File: src/rtl/instr_encoder_loader.sv
// Instruction encoder/loader: turns encode requests into 32-bit MIPS words and
// writes them to consecutive instruction-memory word addresses starting at BASE_ADDR.
//
//  state  | meaning
//  -------+------------------------------------------------------------
//  IDLE   | nothing loaded since reset/flush (count = 0)
//  LOAD   | some words loaded, room left (0 < count < DEPTH)
//  FULL   | DEPTH words loaded; requests blocked until flush or reset
module instr_encoder_loader #(
    parameter int ADDR_W    = 8,
    parameter int DEPTH     = 256,
    parameter int BASE_ADDR = 0
) (
    input  logic              clk,
    input  logic              reset,
    input  logic              req_valid,
    output logic              req_ready,
    input  logic [3:0]        req_kind,
    input  logic [4:0]        req_rs,
    input  logic [4:0]        req_rt,
    input  logic [4:0]        req_rd,
    input  logic [4:0]        req_shamt,
    input  logic [5:0]        req_funct,
    input  logic [15:0]       req_imm,
    input  logic [25:0]       req_target,
    input  logic              flush,
    output logic              mem_we,
    output logic [ADDR_W-1:0] mem_addr,
    output logic [31:0]       mem_wdata,
    output logic [ADDR_W:0]   count,
    output logic              full,
    output logic              err
);

    localparam logic [ADDR_W:0]   DEPTH_C = (ADDR_W+1)'(DEPTH);
    localparam logic [ADDR_W-1:0] BASE_C  = ADDR_W'(BASE_ADDR);

    localparam logic [3:0] K_RTYPE = 4'd0;
    localparam logic [3:0] K_J     = 4'd10;

    typedef enum logic [1:0] {
        S_IDLE = 2'd0,
        S_LOAD = 2'd1,
        S_FULL = 2'd2
    } state_t;

    state_t            state_q, state_d;
    logic [ADDR_W:0]   count_q;
    logic [ADDR_W:0]   count_inc;
    logic              accept;
    logic [5:0]        opcode;
    logic [31:0]       enc_word;

    assign count_inc = count_q + {{ADDR_W{1'b0}}, 1'b1};
    assign accept    = req_valid & req_ready;

    // State register
    always_ff @(posedge clk) begin
        if (reset) begin
            state_q <= S_IDLE;
        end else begin
            state_q <= state_d;
        end
    end

    // Next-state: flush always restarts; an accept reaching DEPTH parks in FULL
    always_comb begin
        state_d = state_q;
        if (flush) begin
            state_d = S_IDLE;
        end else if (accept) begin
            state_d = (count_inc == DEPTH_C) ? S_FULL : S_LOAD;
        end
    end

    // Outputs decoded from state; ready also drops combinationally on reset/flush
    always_comb begin
        req_ready = 1'b0;
        full      = 1'b0;
        case (state_q)
            S_IDLE, S_LOAD: req_ready = ~reset & ~flush;
            S_FULL:         full      = 1'b1;
            default: begin
                req_ready = 1'b0;
                full      = 1'b0;
            end
        endcase
    end

    // Opcode lookup and format selection for the requested instruction class
    always_comb begin
        case (req_kind)
            4'd0:    opcode = 6'b000000;
            4'd1:    opcode = 6'b110111;
            4'd2:    opcode = 6'b100011;
            4'd3:    opcode = 6'b100100;
            4'd4:    opcode = 6'b100000;
            4'd5:    opcode = 6'b111111;
            4'd6:    opcode = 6'b101011;
            4'd7:    opcode = 6'b101000;
            4'd8:    opcode = 6'b000100;
            4'd9:    opcode = 6'b000101;
            4'd10:   opcode = 6'b000010;
            4'd11:   opcode = 6'b001000;
            4'd12:   opcode = 6'b001100;
            4'd13:   opcode = 6'b001101;
            4'd14:   opcode = 6'b001010;
            default: opcode = 6'b011000;
        endcase
        if (req_kind == K_RTYPE) begin
            enc_word = {opcode, req_rs, req_rt, req_rd, req_shamt, req_funct};
        end else if (req_kind == K_J) begin
            enc_word = {opcode, req_target};
        end else begin
            enc_word = {opcode, req_rs, req_rt, req_imm};
        end
    end

    // Write port, word counter and sticky overflow flag; address/data hold when idle
    always_ff @(posedge clk) begin
        if (reset) begin
            mem_we    <= 1'b0;
            mem_addr  <= BASE_C;
            mem_wdata <= 32'd0;
            count_q   <= '0;
            err       <= 1'b0;
        end else begin
            mem_we <= accept;
            if (accept) begin
                mem_addr  <= BASE_C + count_q[ADDR_W-1:0];
                mem_wdata <= enc_word;
                count_q   <= count_inc;
            end
            if (flush) begin
                count_q <= '0;
                err     <= 1'b0;
            end else if (req_valid && full) begin
                err <= 1'b1;
            end
        end
    end

    assign count = count_q;

endmodule
File: config.mk
export PLATFORM = sky130hd
export DESIGN_NAME = instr_encoder_loader
export DESIGN_NICKNAME = d
export VERILOG_FILES = /design/src/rtl/instr_encoder_loader.sv
export SDC_FILE = /design/constraint.sdc
export NUM_CORES = 1
export LEC_CHECK = 0
export BUFFER_PORTS_ARGS = -buffer_cell sky130_fd_sc_hd__buf_2
export CAP_MARGIN = 20
export CORE_ASPECT_RATIO = 2
export CORE_MARGIN = 1
export CORE_UTILIZATION = 45
export DETAILED_ROUTE_END_ITERATION = 16
export MAX_ROUTING_LAYER = met4
export PLACE_DENSITY = 0.88
export SYNTH_ARGS = -nofsm -noshare
export SYNTH_HDL_FRONTEND = slang
export SYNTH_SLANG_ARGS = --single-unit
File: constraint.sdc
create_clock -name clk -period 2.1 [get_ports clk]
set_clock_uncertainty 0.15 [all_clocks]
set_input_delay 0 -clock clk [delete_from_list [all_inputs] [get_ports clk]]
set_output_delay 0 -clock clk [all_outputs]
set_load 0.01 [all_outputs]
==> impl_results.md <==
- Area inside the core boundary: 0.00537 mm²
- Sequential-to-total area share from yosys stat: 0.423
- Area overhead of the layout relative to synthesis: 61.3%
- # resized after CTS: 0
- Largest vdd supply drop: 0.741 mV
- Share of total power in sequential cells: 0.473
- Pin count of the biggest net entering global routing: 47
- Worst slew slack as a fraction of its limit: 0.705
- Inserted Clock Buffers: 5
- Total via count in the routed design: 3,051
- Layout fillers: 413
- Path type of the worst setup path: reg -> reg
- Combinational fraction of design power: 0.170
- Via count of the first global-routing pass: 3,036
- Average cell area after synthesis: 7.66 µm²
- Antenna violations before repair: 0
- Sort of element at the start of the critical path: flop
- Leakage power total: 0.00186 µW
- Placed wire-length estimate: 4800 µm
- Ratio of total power to cell area: 549 mW/mm²
- Number of antenna repair diodes: 0
- Count of max-cap constraint violations: 0
- Number of sinks handled by clock tree synthesis: 53
- CTS clk-pin slew, worst paths: 100 ps
- First-pass GRT wire length: 13,700 µm
- Detailed-route wire length per cell: 14.7 µm
- Async SR Flop Fraction: 0
- R2R setup slack: 150 ps
- Dominant cell by count in the synthesized netlist: nand2_1
- Global router's overall resource usage: 0.322
- Launching element of the worst setup path: state_q[1]
- Most area-consuming cells after synthesis: dfxtp_1, nand2_1, a21oi_1
- DP Cell Count: 499
- RD Place Congestion: 0.790
- Wire length reported by the detailed router: 8530 µm
- End of the worst register-to-register path: mem_wdata[20]
- Arrival time at the worst endpoint: 1980 ps
- Max-slew violations: 0
- CP Data Required Time: 2130 ps
- DRC violations left: 0
- Setup Viol. Count Final: 0
- End point of the most critical hold path: mem_wdata[28]
- Category of the worst setup path capture point: flop
- Violation count after the first detailed-routing iteration: 134
- Ratio of cells with drive above 1 in the final layout: 0.285
- Final count of hold timing violations: 0
- Num ports: 129
- Cell Area, Synth: 0.00251 mm²
- TritonCTS clock tree: built
- Post-layout minimum cycle time: 1950 ps
- Hold Crit Class: in -> reg
- Primary flip-flop cell chosen by synthesis mapping: dfxtp_1
- Fin cells: 580
- Clock latency on the worst-skew pair: 300 ps
- Hold Path Depth: 4
- Synth top cells by count: nand2_1, dfxtp_1, nor2_1
- First-pass iteration count of the detailed router: 4
- Result of the run: complete, no violations
- Synthesized netlist net count: 408
- Placement row count: 38
- RSZ-0062 raised after global routing: no
- Share of the clock period used by the worst path: 0.929
- Drt via density: 5.26
- Internal power summed over all cells: 1720 µW
- Clock power frac: 0.358
- Cell chosen for the clock root: clkbuf_8
- Reg-to-reg critical path startpoint: state_q[1]
- Setup ws final: 149 ps
- Initial standard-cell utilization of the core: 0.466
- Number of warnings reported in the yosys synthesis log: 0
- Yosys top cell by area: dfxtp_1
- Number of cells on the worst reg-to-reg path: 5
- Slew @ Worst Pin: 443 ps
- CTS H-Tree Depth: 2
- Worst slack after detailed placement: 230 ps
- Number of buffers between clock root and the deepest sink: 2
- Post-synth cell types: 37
- IO Port Bufs: 128
- Number of nets in the final layout: 600
- Fmax: 513 MHz
- Post-route ant nets: 0
- Switching portion of total power: 0.227
- Synthesized netlist cell count: 327
- Width of the die: 54.8 µm
- Synthesis-stage register bit count: 53
- Area share of the largest cell type after synthesis: 0.423
- Number of synthesized flops with an enable pin: 0
- Sw Pwr: 505 µW
- Startpoint of the most critical hold path: req_kind[3]
- Maximum fanout along the worst path: 26
- Die height: 108 µm
- Remaining global-route overflow: 0
- Total Neg Setup Slack: 0 ps
- Total die area: 0.00589 mm²
critical path, cell delays in order (launching register included):
cell and delay (ps):
dfxtp_1 370, or4b_4 550, clkinv_1 200, buf_12 200, nor2_1 50, a311oi_1 320
through the flow:
step	total power (µW)	utilization	instance area [µm²]	hold WS [ps]
2_1_floorplan	1210	-	2510	-9.30
3_3_place_gp	1320	0.591	3180	116
3_5_place_dp	1330	0.591	3180	122
4_1_cts	2230	0.752	4040	1.80
5_1_grt	2330	0.752	4040	22.1
6_report	2220	0.752	4040	15.2
worst max path at each step:
stage                    end  slack [ps]  depth (start not counted)
6_report       mem_wdata[20]         150                          5
5_1_grt        mem_wdata[20]          70                          5
2_1_floorplan  mem_wdata[12]         390                          5
4_1_cts        mem_wdata[26]         210                          4
3_5_place_dp   mem_wdata[26]         230                          4
3_3_place_gp   mem_wdata[26]         270                          4
repair_timing:
item | in CTS | in global routing
buffers inserted | 0 | 0
hold buffers | 73 | 0
endpoints found under the hold margin | 40 | 0
power by group through the flow:
stage	registers (µW)	logic [µW]	clock network, µW
2_1_floorplan	1090	121	0
6_report	1050	377	794
5_1_grt	1050	417	863
4_1_cts	1050	362	815
3_3_place_gp	1070	251	0
3_5_place_dp	1070	258	0
layout by cell type, fill, tap and decap left out, drive strengths merged:
cell type    netlist  final
buf               12    137
nand2             97     97
dlygate4sd3        0     73
dfxtp             53     53
nor2              39     39
a21oi             33     33
a311o             16     16
a311oi            11     11
nor3               5      5
ha                 5      5
clkbuf            13      5
inv                4      4
nor2b              4      4
xnor2              4      4
nand3              3      3
o21ai              3      3
nand3b             2      2
nor4               2      2
or3                2      2
xor2               2      2
o211ai             2      2
a211oi             2      2
bufinv             0      2
clkinv             1      2
or2                1      1
or4b               1      1
and3b              1      1
or3b               1      1
nand2b             1      1
nand4b             1      1
nand4              1      1
and4b              1      1
a21bo              1      1
a2111oi            1      1
and3               1      1
o211a              1      1
layout make-up:
| class | instances | area, µm² | share of cell area |
|---|---|---|---|
| well taps | 60 | 75.1 | 0.0186 |
| inverters | 5 | 18.8 | 0.00464 |
| repair buffers | 210 | 1450 | 0.359 |
| clock inverters | 3 | 65.1 | 0.0161 |
| multi-input cells | 244 | 1300 | 0.322 |
| flip-flops and latches | 53 | 1060 | 0.263 |
| clock buffers | 5 | 68.8 | 0.0170 |
state kept, by name, summed over array words and instances, names as in the netlist:
| register | count |
|---|---|
| mem_we | 1 |
| err | 1 |
| state_q | 2 |
| mem_addr | 8 |
| count | 9 |
| mem_wdata | 32 |
cells by family (layout without fill, tap and decap cells):
family                   count (synthesis)  after routing  share of synthesized area
adder cells (fa/ha/maj)                  5              5                     0.0250
flip-flops                              53             53                      0.423
XOR/XNOR                                 6              6                     0.0210
buffers and inverters                   30            223                     0.0574
AO/OA/AOI/OAI                           70             70                      0.198
AND/OR/NAND/NOR                        163            163                      0.276
metal layers:
| layer | wire (µm) | track usage | part of all wire |
|---|---|---|---|
| met3 | 422 | 0.0734 | 0.049 |
| met4 | 404 | 0.179 | 0.047 |
| met2 | 4620 | 0.534 | 0.54 |
| met1 | 3080 | 0.329 | 0.36 |
| met5 | 0 | - | 0 |
Power figures use the tool's default switching activity.
